[src/rtl/cpu_sequencer_pkg.sv]
// Shared definitions for the instruction sequencer and its decoder:
// opcode values, sequencer state encoding and phase-bit positions.
package cpu_sequencer_pkg;

    // Sequencer states
    typedef enum logic [2:0] {
        S_IDLE  = 3'd0,
        S_FETCH = 3'd1,
        S_EXEC1 = 3'd2,
        S_EXEC2 = 3'd3,
        S_HALT  = 3'd4
    } seq_state_e;

    // Defined opcodes; every other value is illegal
    localparam logic [3:0] OP_LDI = 4'b0000;
    localparam logic [3:0] OP_STA = 4'b0001;
    localparam logic [3:0] OP_ADD = 4'b0010;
    localparam logic [3:0] OP_JMP = 4'b0011;
    localparam logic [3:0] OP_STP = 4'b0100;
    localparam logic [3:0] OP_LDA = 4'b0101;
    localparam logic [3:0] OP_JMS = 4'b0110;
    localparam logic [3:0] OP_BBL = 4'b0111;
    localparam logic [3:0] OP_LDR = 4'b1101;
    localparam logic [3:0] OP_JEQ = 4'b1110;

    // Bit positions of the one-hot phase vector seen by the decoder
    localparam int PH_FETCH = 0;
    localparam int PH_EXEC1 = 1;
    localparam int PH_EXEC2 = 2;

endpackage

[src/rtl/cpu_sequencer_opcode_class.sv]
// Combinational opcode classifier: how long an instruction executes,
// whether it stops the machine, and whether it is undefined.
module opcode_class
    import cpu_sequencer_pkg::*;
(
    input  logic [3:0] opcode,
    output logic       two_cycle,
    output logic       stop,
    output logic       illegal
);

    // Decode the opcode into its execution class
    always_comb begin
        two_cycle = 1'b0;
        stop      = 1'b0;
        illegal   = 1'b0;
        case (opcode)
            OP_LDA, OP_ADD, OP_LDR:                          two_cycle = 1'b1;
            OP_STP:                                          stop      = 1'b1;
            OP_LDI, OP_STA, OP_JMP, OP_JMS, OP_BBL, OP_JEQ:  ;
            default:                                         illegal   = 1'b1;
        endcase
    end

endmodule

[src/rtl/cpu_sequencer.sv]
// Instruction sequencer: fetches one program word at a time, steps it
// through one or two execute phases, counts retired instructions and
// parks in HALT on STP or an undefined opcode until resumed.
module cpu_sequencer
    import cpu_sequencer_pkg::*;
#(
    parameter int RET_W = 16
) (
    input  logic             clk,
    input  logic             rst_n,
    input  logic             run,
    input  logic             step,
    input  logic             resume,
    input  logic [7:0]       prog_data,
    input  logic             prog_ready,
    output logic [2:0]       state,
    output logic [3:0]       inst,
    output logic [3:0]       operand,
    output logic             halted,
    output logic             illegal,
    output logic [RET_W-1:0] retired
);

    seq_state_e cur_st, nxt_st;
    logic       latch_word;
    logic       retire;
    logic       op_two_cycle;
    logic       op_stop;
    logic       op_illegal;

    opcode_class u_opcode_class (
        .opcode    (inst),
        .two_cycle (op_two_cycle),
        .stop      (op_stop),
        .illegal   (op_illegal)
    );

    // State register
    always_ff @(posedge clk or negedge rst_n) begin
        if (!rst_n) cur_st <= S_IDLE;
        else        cur_st <= nxt_st;
    end

    // Next-state logic; step only matters from IDLE, resume only from HALT
    always_comb begin
        nxt_st     = cur_st;
        latch_word = 1'b0;
        retire     = 1'b0;
        case (cur_st)
            S_IDLE: begin
                if (run || step) nxt_st = S_FETCH;
            end
            S_FETCH: begin
                if (prog_ready) begin
                    latch_word = 1'b1;
                    nxt_st     = S_EXEC1;
                end
            end
            S_EXEC1: begin
                if (op_illegal) begin
                    nxt_st = S_HALT;
                end else if (op_two_cycle) begin
                    nxt_st = S_EXEC2;
                end else begin
                    retire = 1'b1;
                    // STP wins over run
                    if (op_stop)  nxt_st = S_HALT;
                    else if (run) nxt_st = S_FETCH;
                    else          nxt_st = S_IDLE;
                end
            end
            S_EXEC2: begin
                retire = 1'b1;
                nxt_st = run ? S_FETCH : S_IDLE;
            end
            S_HALT: begin
                if (resume) nxt_st = S_IDLE;
            end
            default: nxt_st = S_IDLE;
        endcase
    end

    // Instruction word is captured only when a fetch completes
    always_ff @(posedge clk or negedge rst_n) begin
        if (!rst_n) begin
            inst    <= 4'd0;
            operand <= 4'd0;
        end else if (latch_word) begin
            inst    <= prog_data[7:4];
            operand <= prog_data[3:0];
        end
    end

    // Retired-instruction counter, wraps naturally
    always_ff @(posedge clk or negedge rst_n) begin
        if (!rst_n)      retired <= '0;
        else if (retire) retired <= retired + RET_W'(1);
    end

    // Decoder-facing outputs derived from the current state
    always_comb begin
        state           = 3'b000;
        state[PH_FETCH] = (cur_st == S_FETCH);
        state[PH_EXEC1] = (cur_st == S_EXEC1);
        state[PH_EXEC2] = (cur_st == S_EXEC2);
        halted          = (cur_st == S_HALT);
        illegal         = (cur_st == S_EXEC1) && op_illegal;
    end

endmodule

[config.mk]
export PLATFORM = sky130hd
export DESIGN_NAME = cpu_sequencer
export DESIGN_NICKNAME = d
export VERILOG_FILES = /design/src/rtl/cpu_sequencer_pkg.sv /design/src/rtl/cpu_sequencer_opcode_class.sv /design/src/rtl/cpu_sequencer.sv
export SDC_FILE = /design/constraint.sdc
export NUM_CORES = 1
export LEC_CHECK = 0
export CORE_AREA = 2 2 56 58
export CTS_CLUSTER_DIAMETER = 120
export CTS_CLUSTER_SIZE = 10
export DETAILED_ROUTE_END_ITERATION = 10
export DIE_AREA = 0 0 58 60
export PLACE_DENSITY = 0.81
export SLEW_MARGIN = 15
export SYNTH_ARGS = -nofsm -noshare
export SYNTH_HDL_FRONTEND = slang
export SYNTH_HIERARCHICAL = 1
export SYNTH_SLANG_ARGS = --single-unit
[constraint.sdc]
create_clock -name clk -period 2.64 [get_ports clk]
set_input_delay 0.528 -clock clk [delete_from_list [all_inputs] [get_ports clk]]
set_output_delay 0.528 -clock clk [all_outputs]
set_load 0.02 [all_outputs]
### Word level (Yosys, flattened, before mapping)

Cells that the tools add are included.

* logic and storage cells: 44
* memories: 0
* input port bits: 14
* bits in latches: 0
* memory bits (read-only): 0
* register bits: 27
* RAM bits: 0

* bitwise gates (word level): 0
* reduce and logical (&&, ||, !) cells: 7
* magnitude comparators: 0
* divide/modulo/power cells: 0
* $mul: 0
* add/sub/neg operators: 1
* muxes and demuxes: 16
* shifts and indexed selects: 0
* equality and inequality tests: 16

Operator list (number)
* $mux 3: 6
* $add 16x1->16 const B: 1
* $eq 4x3->1 const B: 4
* $pmux 3 s5: 1
* $reduce_or 10->1: 1
* $eq 4x2->1 const B: 2
* $eq 4x4->1 const B: 2
* $mux 1: 8
* $eq 3x2->1 const B: 2
* $ne 2x2->1 const B: 3
* $eq 4x1->1 const B: 1
* $logic_not 4->1: 1
* $eq 3x1->1 const B: 1
* $eq 3x3->1 const B: 1
* $logic_not 3->1: 1
* $reduce_and 3->1: 1
* $reduce_or 3->1: 1
* $pmux 1 s2: 1
* $logic_and 1x1->1: 1
* $logic_or 1x1->1: 1

### Longest topological paths before layout

* word-level depth: 6
* mapped depth: 7
* depth with buffers taken out: 6

### Hierarchy

The synthesis kept the hierarchy.

Modules (own cells, without submodules)
* cpu_sequencer: times used 1, area an instance 1306.3 um^2, cells each 110, seq. area each 675.6 um^2
* opcode_class: times used 1, area an instance 46.3 um^2, cells each 6, seq. area each 0.0 um^2

### Least setup slack after synthesis

No wires, ideal clock.

* path type: flip-flop to flip-flop
* from: reg cur_st[0]
* to: reg inst[0]
* data arrival time: 1743 ps
* path buffers: 1
* period minus slack after synthesis: 1868 ps
* stages on the path, launching flop included: 6
* path slack: 772 ps
* cells stage by stage: dfrtp_1 buf_4 nor3b_1 inv_2 nor2_4 mux2_2

* word-level cells in the longest chain between the ends: 2

Ends and longest elaborated chain
* start, declared: RTL line cpu_sequencer.sv:24 `seq_state_e cur_st, nxt_st;`
* start signal, assigned: RTL line cpu_sequencer.sv:41 `else cur_st <= nxt_st;`
* $eq 3x1->1
* via state[0]: RTL line cpu_sequencer.sv:16 `output logic [2:0] state,`
* $mux 1: RTL line cpu_sequencer.sv:49 `case (cur_st)`
* end signal, assigned: RTL line cpu_sequencer.sv:89 `inst <= prog_data[7:4];`
* end, declared: RTL line cpu_sequencer.sv:17 `output logic [3:0] inst,`

The timed path passes the listed nets, and every way through them passes these cells.
A chain may end at the register's enable or synchronous reset.

### Worst setup path after layout

* from: reg inst[1]
* to: out illegal

* word-level cells in the longest chain between the ends: 4

Ends and longest elaborated chain
* $eq 4x3->1 (tied with other cells): RTL line cpu_sequencer_opcode_class.sv:17 `case (opcode)`
* $reduce_or 10->1 (no source line) (*)
* $mux 1 (*): RTL line cpu_sequencer_opcode_class.sv:17
* via op_illegal: RTL line cpu_sequencer.sv:29 `logic op_illegal;`
* $logic_and 1x1->1 (*): RTL line cpu_sequencer.sv:107 `illegal = (cur_st == S_EXEC1) && op_illegal;`
* end, declared: RTL line cpu_sequencer.sv:20 `output logic illegal,`

The timed path passes the listed nets; every way through them passes the cells marked *.

==> run summary <==
Global routing used 17.3% of the available tracks across all layers. Entering global routing, the biggest net connects 28 pins. Clock-pin slew was measured on the worst setup and hold paths at 0.14 ns. The critical path goes through xor2_1 > a21boi_2 > and2_1 > clkdlybuf4s50_1.

Excluding fillers, the count of instances in the completed layout stands at 194. Via count of the first global-routing pass: 981. The worst hold path terminates at retired[15]$_DFFE_PN0P_. The peak fanout along the critical path is 6. Across all register-to-register paths, the minimum setup slack is 0.70 ns.

The tools report the starting utilization of the core area as 46.6%. In the post-synthesis netlist, the biggest area contributors are sky130_fd_sc_hd__dfrtp_1 50%, sky130_fd_sc_hd__mux2_2 7.5%, sky130_fd_sc_hd__xor2_1 7.1%, sky130_fd_sc_hd__xnor2_1 3.2%, sky130_fd_sc_hd__nor4_2 2.8%. The critical path's slowest cell was sky130_fd_sc_hd__clkdlybuf4s50_1. Post-synthesis cell count: 116. The number of placement rows is 20, and the number of slew-limit violations in the final report is 0. The final hold slack was 0.473 ns. For the final routed database, the setup TNS stands at 0 ns. The worst register-to-register path begins at inst[1]$_DFFE_PN0P_. The proportion of layout cells with a drive suffix above 1 was 14.9%; the final number of hold-violating endpoints was 0. The final worst clock skew is 0.00547 ns.

The pin slew with the least headroom to its limit works out to 0.432 ns. Capture point of the worst reg-to-reg path: retired[13]$_DFFE_PN0P_. The internal power of the cells totals 1.03 mW. The data required time at the worst endpoint came out at 2.11 ns. The flip-flop and latch count after synthesis was 27.

The routed layout has 1006 vias. The share of the clock period used by the worst path after layout works out to 95.0%. Shortest clock period the worst path allows after layout: 2.51 ns. The run gives 4 as the detailed-router iteration count before antenna repair. The count of input and output buffers works out to 42. The cell type contributing the most total cell area after synthesis was sky130_fd_sc_hd__dfrtp_1. The relative slew slack is 70.8%. The run gives 0.00290 mm2 as the core footprint.

Dividing the detail-routed wire length by the instance count gives 14.1 um. Dividing the synthesized area by the synthesized cell count gives 11.7 um2. At the worst endpoint, the arrival time is 1.98 ns.

Number of cell instances on the worst register-to-register path: 6. The category of the most critical setup path is register to output port. The flow ran to the end, and the final reports show no timing, DRC or antenna violations.

The tool flagged a number of max-cap violations equal to 0. The H-tree depth reported by CTS came out at 1. The kind of cell with the highest combined delay along the critical path is buffers and inverters. Final global-route overflow total: 0. The number of warnings reported in the yosys synthesis log was 6; the number of clock sinks seen by CTS was 27. Class of the worst hold path: register to register. The half-perimeter wire length after placement was 2130 um.

The logs give 10.0% for the clock network power share and 0.399 GHz for the maximum operating frequency. In this run the static leakage power is 0.802 nW. The floorplan step defined a die boundary enclosing 0.00348 mm2. Including well taps, the total number of placed cells is 190. The run gives 1 as the post-cts sizing count. The wire length of the first global-routing pass is 4540 um, and the clock insertion delay at the later pin of the skew report is 0.32 ns. Net switching is 41.2% of the power.

In this run, flip-flops and latches consume 38.2% of the power. 43 I/O pins were placed. Setup repair after global routing left no endpoint under its margin. The tools report the switching power total as 724 uW. The number of antenna violations at the first check in global routing was 0. The startpoint identified for the worst hold timing path is retired[15]$_DFFE_PN0P_. Once the clock tree was built, the setup fixing pass inserted 0 buffers. Buffer depth of the longest clock path: 2. Per report_power, the combinational group accounts for 51.7% of the total. Synthesis instantiated 36 different standard cells from the library. The detailed router finished its first iteration with 11 violations. The area share of the largest cell type after synthesis works out to 50.0%. The tree is rooted in a sky130_fd_sc_hd__clkbuf_4. The die is 60 um tall.

The detailed-route wire length is 2740 um, and the count of cells along the worst hold path is 1. The final layout contains 177 nets. For this run, the slowest stage of the critical path takes 0.59 ns.

Counting the buffers created by CTS gives 3. IR analysis of the VDD net gives a maximum drop of 0.900 mV. The sequential-to-total area share from yosys stat is 50.0%. In this run the horizontal extent of the chip is 58 um.

In the routed design, unresolved DRC markers number 0. The congestion estimate from routability-driven global placement came to 0.782. The growth of design area from synthesis to finish works out to 35.5%. The critical path buffer and inverter count is 1, and the number of antenna repair diodes is 0. STA classifies the critical path startpoint as a register. TritonCTS built the clock tree.

Counting every net in the synthesized netlist gives 131. Setup violations remaining at the end of the flow were counted as 0. The post-detailed-route count of antenna-violating nets was 0. Endpoint class of the critical path: an output port. The total power divided by cell area is 959 mW/mm2. Dividing the detail-routed via count by the number of cells gives 5.19. For the post-synth design cell area, the log shows 0.00135 mm2. For the count of hold-fix buffers inserted at cts, the log shows 0.
[sequential cells by signal, summed over array words and instances, names as in the netlist]
register and flops:
cur_st 3, operand 4, inst 4, retired 16
[kinds of logic after synthesis]
| group | after synthesis | share of synthesized area (%) |
|---|---|---|
| adder cells (fa/ha/maj) | 1 | 0.925 |
| buffers and inverters | 11 | 3.89 |
| AO/OA/AOI/OAI | 10 | 5.27 |
| flip-flops | 27 | 50.0 |
| multiplexers | 9 | 7.49 |
| AND/OR/NAND/NOR | 42 | 22.1 |
| XOR/XNOR | 16 | 10.4 |
[placed cells by master (no fill, tap or decap), types with 2 or more instances in the layout]
| cell | instances |
|---|---|
| sky130_fd_sc_hd__a21oi_1 | 3 |
| sky130_fd_sc_hd__clkbuf_4 | 3 |
| sky130_fd_sc_hd__clkdlybuf4s50_1 | 42 |
| sky130_fd_sc_hd__dfrtp_1 | 27 |
| sky130_fd_sc_hd__inv_1 | 8 |
| sky130_fd_sc_hd__mux2_2 | 9 |
| sky130_fd_sc_hd__nand2_1 | 7 |
| sky130_fd_sc_hd__nand2b_1 | 2 |
| sky130_fd_sc_hd__nand3_1 | 4 |
| sky130_fd_sc_hd__nor2_1 | 2 |
| sky130_fd_sc_hd__nor3_1 | 6 |
| sky130_fd_sc_hd__nor3b_1 | 2 |
| sky130_fd_sc_hd__nor4_1 | 3 |
| sky130_fd_sc_hd__nor4_2 | 3 |
| sky130_fd_sc_hd__o22ai_1 | 3 |
| sky130_fd_sc_hd__xnor2_1 | 5 |
| sky130_fd_sc_hd__xor2_1 | 11 |
[final cells by class]
| type | count | area (um2) |
|---|---|---|
| multi-input cells | 78 | 628 |
| well taps | 33 | 41.3 |
| inverters | 9 | 33.8 |
| clock buffers | 4 | 26.3 |
| repair buffers | 43 | 428 |
| fillers | 242 | 1070 |
| flip-flops and latches | 27 | 676 |
[through the flow]
step	setup slack, ns	util (%)	area, um2	power, mW
finish	0.133	63.1	1830	1.76
global placement	0.335	62.1	1800	1.55
detailed placement	0.252	62.1	1800	1.58
global route	0.0723	63.1	1830	1.86
CTS	0.0213	63.0	1830	1.76
floorplan	0.772	-	1350	1.22
[worst max-delay path by stage]
stage,startpoint,to,slack [ns],cells past startpoint
floorplan,cur_st[0]$_DFFE_PN0P_,inst[0]$_DFFE_PN0P_,0.77,5
CTS,inst[1]$_DFFE_PN0P_,illegal,0.02,4
global route,inst[1]$_DFFE_PN0P_,illegal,0.07,4
finish,inst[1]$_DFFE_PN0P_,illegal,0.13,4
global placement,inst[1]$_DFFE_PN0P_,illegal,0.33,4
detailed placement,inst[1]$_DFFE_PN0P_,illegal,0.25,4
[Yosys cell counts]
master                      instances
sky130_fd_sc_hd__and2b_2            1
sky130_fd_sc_hd__nand3b_1           1
sky130_fd_sc_hd__nor4_2             3
sky130_fd_sc_hd__nor4_1             3
sky130_fd_sc_hd__nor4b_1            1
sky130_fd_sc_hd__dfrtp_1           27
sky130_fd_sc_hd__mux2_2             9
sky130_fd_sc_hd__buf_4              1
sky130_fd_sc_hd__nand3_2            1
sky130_fd_sc_hd__nand3_1            4
sky130_fd_sc_hd__o21bai_2           1
sky130_fd_sc_hd__ha_1               1
sky130_fd_sc_hd__inv_1              8
sky130_fd_sc_hd__nand3_4            1
sky130_fd_sc_hd__o211a_1            1
sky130_fd_sc_hd__xnor2_1            5
sky130_fd_sc_hd__or4b_1             1
sky130_fd_sc_hd__nor2_4             1
sky130_fd_sc_hd__nand2_1            7
sky130_fd_sc_hd__and3b_1            1
sky130_fd_sc_hd__o2bb2ai_1          1
sky130_fd_sc_hd__a21boi_0           1
sky130_fd_sc_hd__nor3b_1            2
sky130_fd_sc_hd__nor3_1             6
sky130_fd_sc_hd__nor2_1             2
sky130_fd_sc_hd__o22ai_1            3
sky130_fd_sc_hd__buf_6              1
sky130_fd_sc_hd__inv_2              1
sky130_fd_sc_hd__a21oi_1            3
sky130_fd_sc_hd__xor2_1            11
sky130_fd_sc_hd__and2_1             1
sky130_fd_sc_hd__nor4_4             1
sky130_fd_sc_hd__and3_1             1
sky130_fd_sc_hd__nand2b_1           2
sky130_fd_sc_hd__nand4_1            1
sky130_fd_sc_hd__and4_1             1
[per-layer routing]
| metal | wire length (um) | global-route usage [%] | up-vias |
|---|---|---|---|
| met3 | 77 | 2.60 | 2 |
| met5 | 0 | 0 | - |
| met2 | 1480 | 29.4 | 13 |
| met4 | 15 | 7.31 | 0 |
| met1 | 1170 | 22.1 | 492 |
| li1 | - | - | 499 |
[worst register-to-register path, cell delays in order, from the launching register on]
cell,delay [ns]
sky130_fd_sc_hd__dfrtp_1,0.46
sky130_fd_sc_hd__or4b_1,0.21
sky130_fd_sc_hd__nand2_1,0.11
sky130_fd_sc_hd__o21bai_2,0.21
sky130_fd_sc_hd__nand3_2,0.29
sky130_fd_sc_hd__nor4_1,0.41
sky130_fd_sc_hd__xor2_1,0.18
[power by group through the flow]
stage               clock [mW]  sequential (mW)  combinational, mW
finish                   0.177            0.672              0.909
global route             0.203            0.692              0.969
CTS                      0.185            0.670              0.909
detailed placement           0            0.677              0.904
global placement             0            0.661              0.888
floorplan                    0            0.765              0.451
Note: power is estimated with default switching activity, not from simulation.
